[src/rtl/decode_issue.sv]
// Single-entry decode/issue stage: holds one instruction, decodes it, and
// issues it to execute once a 4-entry busy scoreboard shows no RAW/WAW hazard.
module decode_issue (
  input  logic        clk,
  input  logic        reset,
  input  logic        in_valid,
  output logic        in_ready,
  input  logic [31:0] in_instr,
  output logic        out_valid,
  input  logic        out_ready,
  output logic [1:0]  ReadReg1,
  output logic [1:0]  ReadReg2,
  output logic [1:0]  WriteReg,
  output logic        RegWrite,
  output logic [2:0]  AluOp,
  output logic        UseImm,
  output logic [31:0] Imm,
  input  logic        wb_valid,
  input  logic [1:0]  wb_reg,
  input  logic        flush,
  output logic [15:0] stall_count
);

  logic        id_valid_q, id_valid_d;
  logic [31:0] instr_q, instr_d;
  logic [3:0]  busy_q, busy_d;
  logic [15:0] stall_q, stall_d;

  logic [3:0]  opcode;
  logic [1:0]  rd, rs1, rs2;
  logic        use_rs1, use_rs2;
  logic        hazard;
  logic        issue_fire;
  logic        accept;
  logic        unused_bits;

  assign opcode      = instr_q[31:28];
  assign rd          = instr_q[27:26];
  assign rs1         = instr_q[25:24];
  assign rs2         = instr_q[23:22];
  assign unused_bits = ^instr_q[21:16];

  // instr_q resets to zero (a NOP), so every decoded output reads 0 in reset
  always_comb begin
    use_rs1  = 1'b0;
    use_rs2  = 1'b0;
    RegWrite = 1'b0;
    UseImm   = 1'b0;
    AluOp    = 3'd0;
    case (opcode)
      4'h1, 4'h2, 4'h3, 4'h4: begin
        use_rs1  = 1'b1;
        use_rs2  = 1'b1;
        RegWrite = 1'b1;
        AluOp    = 3'(opcode - 4'h1);
      end
      4'h5: begin
        use_rs1  = 1'b1;
        RegWrite = 1'b1;
        UseImm   = 1'b1;
      end
      4'h6: begin
        RegWrite = 1'b1;
        UseImm   = 1'b1;
        AluOp    = 3'd4;
      end
      default: ;
    endcase
  end

  assign ReadReg1 = rs1;
  assign ReadReg2 = rs2;
  assign WriteReg = rd;
  assign Imm      = {{16{instr_q[15]}}, instr_q[15:0]};

  assign hazard = (use_rs1 && busy_q[rs1]) ||
                  (use_rs2 && busy_q[rs2]) ||
                  (RegWrite && busy_q[rd]);

  assign out_valid   = id_valid_q && !hazard && !flush;
  assign issue_fire  = out_valid && out_ready;
  assign in_ready    = !id_valid_q || issue_fire;
  assign accept      = in_valid && in_ready;
  assign stall_count = stall_q;

  always_comb begin
    id_valid_d = id_valid_q;
    instr_d    = instr_q;
    if (flush) begin
      id_valid_d = 1'b0;
    end else if (accept) begin
      id_valid_d = 1'b1;
      instr_d    = in_instr;
    end else if (issue_fire) begin
      id_valid_d = 1'b0;
    end
  end

  // clear applied before set so a same-cycle set on the same register wins
  always_comb begin
    busy_d = busy_q;
    if (wb_valid) busy_d[wb_reg] = 1'b0;
    if (issue_fire && RegWrite) busy_d[rd] = 1'b1;
  end

  always_comb begin
    stall_d = stall_q;
    if (id_valid_q && hazard && !flush && (stall_q != 16'hFFFF)) stall_d = stall_q + 16'd1;
  end

  always_ff @(posedge clk or negedge reset) begin
    if (!reset) begin
      id_valid_q <= 1'b0;
      instr_q    <= 32'd0;
      busy_q     <= 4'd0;
      stall_q    <= 16'd0;
    end else begin
      id_valid_q <= id_valid_d;
      instr_q    <= instr_d;
      busy_q     <= busy_d;
      stall_q    <= stall_d;
    end
  end

endmodule

[config.mk]
export PLATFORM = sky130hd
export DESIGN_NAME = decode_issue
export DESIGN_NICKNAME = d
export VERILOG_FILES = /design/src/rtl/decode_issue.sv
export SDC_FILE = /design/constraint.sdc
export NUM_CORES = 1
export LEC_CHECK = 0
export CELL_PAD_IN_SITES_DETAIL_PLACEMENT = 0
export CELL_PAD_IN_SITES_GLOBAL_PLACEMENT = 1
export CORE_MARGIN = 2
export CORE_UTILIZATION = 37
export DETAILED_ROUTE_END_ITERATION = 6
export GPL_ROUTABILITY_DRIVEN = 0
export GPL_TIMING_DRIVEN = 0
export HOLD_SLACK_MARGIN = 0.15
export PLACE_DENSITY = 0.94
export SLEW_MARGIN = 20
export SYNTH_ARGS = -nofsm -noshare
export SYNTH_HDL_FRONTEND = slang
export SYNTH_SLANG_ARGS = --single-unit
[constraint.sdc]
create_clock -name clk -period 3.7 [get_ports clk]
set_input_delay 0.74 -clock clk [delete_from_list [all_inputs] [get_ports clk]]
set_output_delay 0.74 -clock clk [all_outputs]
set_load 0.05 [all_outputs]
======== Word-level counts from Yosys, hierarchy flattened ========
Index checks and enable logic that the tools add are counted.
cells by class
  reductions and logical operators ........ 25
  order comparisons ....................... 6
  equal/unequal tests ..................... 7
  mux-type cells .......................... 20
  bitwise operators ....................... 4
  add/subtract/negate cells ............... 2
operator list
  kind                                                               number
  adder 16 x 1 -> 16 bit, second input constant                      1
  inequality test 16 bit, second input constant                      1
  logical AND 1 bit                                                  13
  equality test 4 x 3 -> 1 bit, second input constant                3
  less-than comparator 2 x 3 -> 1 bit, second input constant         4
  2-to-1 mux 1 bit                                                   12
  equality test 4 x 2 -> 1 bit, second input constant                2
  2-to-1 mux 4 bit                                                   2
  binary-select mux 1 bit (select 2 bit)                             3
  one-hot mux 3 bit (2 select lines)                                 1
  OR reduction 6 bit                                                 1
  OR reduction 5 bit                                                 1
  AND 4 bit                                                          1
  demux 1 bit (select 2 bit)                                         2
  equality test 4 x 1 -> 1 bit, second input constant                1
  greater-or-equal comparator 2 x 1 -> 1 bit, second input constant  2
  inverter 4 bit                                                     1
  bitwise OR 4 bit                                                   1
  OR reduction 4 bit                                                 1
  logical NOT 1 bit                                                  3
  logical OR 1 bit                                                   3
  nonzero test 3 bit                                                 1
  subtractor 3 x 1 -> 3 bit, second input constant                   1
  AND reduction 2 bit                                                1
  2 further kinds                                                    2
word-level totals
  logic and storage cells ................. 68
  register bits after elaboration ......... 53

======== Logic depth before layout (Yosys ltp) ========
  depth after elaboration ................. 14
  depth in mapped cells ................... 8
  gate-level depth less buffers ........... 7

======== Worst setup path after synthesis ========
OpenSTA, ideal clock, no wires.
  kind .................................... reg-to-output
  start point ............................. register instr_q[28]
  end point ............................... output in_ready
  arrival time ............................ 2.892 ns
  data required time ...................... 2.960 ns
  setup slack ............................. 0.068 ns
  stages on the path, launching flop included .. 9
  cells stage by stage .................... dfrtp_1 inv_1 ha_1 or4_1 nand4_2 o311a_4 buf_6 nand2_1 o21ai_0
between the ends
  word-level cells in the longest chain between the ends .. 11
  elaborated cells between the ends (all ways) .. 22
RTL lines
  element                                                                           line    text
  from (decl)                                                                       25      logic [31:0] instr_q, instr_d;
  from (signal assigned)                                                            119     instr_q <= instr_d;
  equality test 4 x 1 -> 1 bit (tied with other cells)                              50      case (opcode)
  OR reduction 5 bit (no source line) / OR reduction 4 bit (equally long branches)  n/a
  2-to-1 mux 1 bit                                                                  50
  logical AND 1 bit (on tied branches)                                              76, 77
  logical OR 1 bit                                                                  76      assign hazard = (use_rs1 && busy_q[rs1]) ||
  logical OR 1 bit (*)                                                              77      (use_rs2 && busy_q[rs2]) ||
  logical NOT 1 bit (*)                                                             80      assign out_valid = id_valid_q && !hazard && !flush;
  logical AND 1 bit (*) (2 in a row)                                                80
  logical AND 1 bit (*)                                                             81      assign issue_fire = out_valid && out_ready;
  logical OR 1 bit (*)                                                              82      assign in_ready = !id_valid_q || issue_fire;
  to (decl)                                                                         7       output logic in_ready,
Every way passes the cells marked *; elsewhere a longest branch is shown, timed or not.

======== Final worst setup path ========
Same ends and word-level chain as after synthesis.

==> results.yml <==
synthesis:
  synth_edf_count: 0
  ys_ff_latch: 47
  synthSimpleGateAreaFrac_pct: 10.4
  yosys_most_used_dff: "dfrtp_1"
  synth_xor_area_share_pct: 4.45
  synth_commonest_cells: "47 x dfrtp_1, 38 x buf_4, 32 x inv_1"
  synthMuxAreaShare_pct: 3.47
  avgSynthCellArea_um2: 10.1
  yosys_warnings: 0
  synth_most_common_cell: "dfrtp_1"
  synth.area.top_cells: "dfrtp_1 40%, buf_4 9.7%, o221ai_1 7.7%"
  synth_compound_area_share_pct: 21.6
  syn_area_um2: 2960
  yosys.area_share.adder_pct: 2.54
  synth-async-reset-ratio_pct: 100
  synth_top_area_share_pct: 39.8
  synth_nets: 339
  synth_seq_area_share_pct: 39.8
  synthCells: 293
  synth_top_cell_by_area: "dfrtp_1"
  synth_top_family_by_area: "compound AO/OA/AOI/OAI gates"
  synth_cell_types: 44
die:
  core_area_um2: 7730
  io-pin-count: 101
  die_area_um2: 8720
  dieHeight_um: 93.4
  die_x_um: 93.4
  start_util_pct: 38.2
  num_rows: 32
timing:
  rsz0062_at_grt: "no"
  fin_skew_ps: 11.3
  post-route-worst-setup-slack_ps: 212
  finalHoldViolCount: 0
  setup_viol: 0
  tightestPinTransition_ps: 798
  period_needed_ps: 3490
  fin_crit_sh_pct: 94.3
  final_max_slew_viol_count: 0
  fmaxAchievable_mhz: 287
  slew_headroom_pct: 46.7
pwr:
  leakagePower_nw: 1.82
  switching_share_pct: 41.6
  pwr-share-seq_pct: 31.1
  p_switching_mw: 0.860
  p_per_area_nw_per_um2: 499
  clockPowerShare_pct: 19.0
  power_mw: 2.07
  intPower_mw: 1.21
  vdd_ir_drop_max_mv: 0.193
  pwr-share-comb_pct: 49.9
worst_setup_path:
  cp-start-kind: "register"
  critPathCaptureType: "output pin"
  worstPathCellList: "inv_1, ha_1, or4_1, nand4_2, o311a_4, buf_6, nand2_1, o21ai_0, buf_4"
  slowest_stage: "or4_1"
  worstPathArrival_ps: 2750
  critPathKind: "register to output pin"
  slowest_delay_ps: 560
  cp_max_fo: 10
  required_ps: 2960
clock_network:
  clkTransAtPathRegs_ps: 90
  tritoncts: "done"
  clock-sinks: 47
  cts_buffers: 5
  postCtsHoldBufs: 0
  htreeDepth: 2
  clk_latency_ps: 300
  clk_path_buf_depth: 2
  cts_root_buffer: "clkbuf_8"
  post_cts_buffers: 0
route:
  firstDrtPassIters: 4
  wl_per_cell_um: 14.5
  via_per_inst: 5.12
  drcViolationCount: 0
  num_vias: 2539
  drtAntennaViolNets: 0
  detail_route.iter0.violations: 103
  drt_wl_total_mm: 7.19
grt:
  grt.total_usage_pct: 17.2
  grt_pass1_wl_mm: 12.0
  grt_overflow: 0
  grt_pass1_vias: 2496
  antenna_found_initial: 0
  grt_start_max_net_pins: 30
status:
  status: "finished clean"
place:
  dpl.hpwl_mm: 5.51
  io_buffers: 93
  pre_cts_ws_ps: -96.7
final_layout:
  area_growth_pct: 40.1
  drive_above_1_share_pct: 18.5
  fillCellCount: 712
  nets: 439
  post-route-util_pct: 53.6
  antennaDiodeCount: 0
worst_hold_path:
  min_path_type: "primary input to async pin"
run:
  max_cap_violations: 0
## cell families (layout without fill, tap and decap cells)
kind of cell    Yosys count  in the layout
compound gates           74             74
simple gates             53             53
xor+xnor                 15             15
mux                       7              7
fa+ha+maj                 6              6
buf+inv                  91            192
flops                    47             47
## registers in the layout (all words and copies together), names as in the netlist
name	cells
instr_q	26
id_valid_q	1
stall_count	16
busy_q	4
## timing repair
action                                  4_1_cts  5_1_grt
gates resized for setup                       7        5
pin swaps                                     0        0
endpoints found under the setup margin        2        2
## critical path, delay by kind of cell (launching register included)
| kind | cells | cell delay (ps) |
|---|---|---|
| simple gates | 3 | 790 |
| compound gates | 2 | 470 |
| buf+inv | 3 | 500 |
| flops | 1 | 430 |
| fa+ha+maj | 1 | 270 |
## final timing paths
kind	start	to	slack [ps]	depth (start not counted)
max reg2reg	instr_q[28]$_DFFE_PN0P_	instr_q[8]$_DFFE_PN0P_	1180	8
min in group clk	stall_count[13]$_DFFE_PN0P_	stall_count[13]$_DFFE_PN0P_	500	1
max in group asynchronous	reset	instr_q[9]$_DFFE_PN0P_	2820	2
max	instr_q[28]$_DFFE_PN0P_	in_ready	210	9
min	reset	stall_count[13]$_DFFE_PN0P_	360	1
min reg2reg	stall_count[13]$_DFFE_PN0P_	stall_count[13]$_DFFE_PN0P_	500	1
## cell usage in the layout, fill, tap and decap left out, types with 3 or more instances in the layout
master and count:
nand2_1 7, clkbuf_1 11, nand3_1 11, dfrtp_1 47, o221ai_1 26, nor3_1 5
nand2b_1 4, inv_1 32, xnor2_1 8, buf_6 4, and3_1 4, buf_4 39
o21ai_0 9, clkbuf_8 6, xor2_1 7, o31ai_1 25, nor2_1 5, ha_1 6
o31ai_2 3, nand4_1 7, a21oi_1 3, buf_2 4, clkdlybuf4s50_1 90
## stage by stage
step / cell area, um^2 / setup TNS (ps) / hold WS [ps] / cells
final: 4140 / 0 / 362 / 496
after global routing: 4140 / 0 / 400 / 496
after CTS: 4150 / 0 / 375 / 497
after detailed placement: 4030 / -96.7 / 483 / 489
after global placement: 4010 / -57.9 / 484 / 488
after floorplan: 2960 / 0 / 444 / 293
## power by group through the flow
stage          combinational [mW]  sequential (mW)  clock [mW]
6_report                     1.03            0.643       0.392
5_1_grt                      1.09            0.655       0.421
4_1_cts                      1.04            0.644       0.397
3_5_place_dp                 1.04            0.653           0
3_3_place_gp                 1.02            0.651           0
2_1_floorplan               0.712            0.661           0
## final cells by class
type	instances	area, um^2	area share (%)
buffer	58	400	9.67
multi-input combinational	155	1250	30.3
clock buffer	6	82.6	1.99
inverter	32	120	2.90
clock inverter	2	35.0	0.846
tap	102	128	3.08
timing repair buffer	94	943	22.8
sequential	47	1180	28.4
## per-layer routing
layer / track usage, % / vias up / part of all wire [%]
met5: 0 / - / 0
met4: 5.27 / 0 / 2.3
met3: 2.90 / 14 / 4.5
met2: 27.9 / 72 / 48
met1: 23.6 / 1221 / 45
li1: - / 1232 / -
Power figures use the tool's default switching activity.
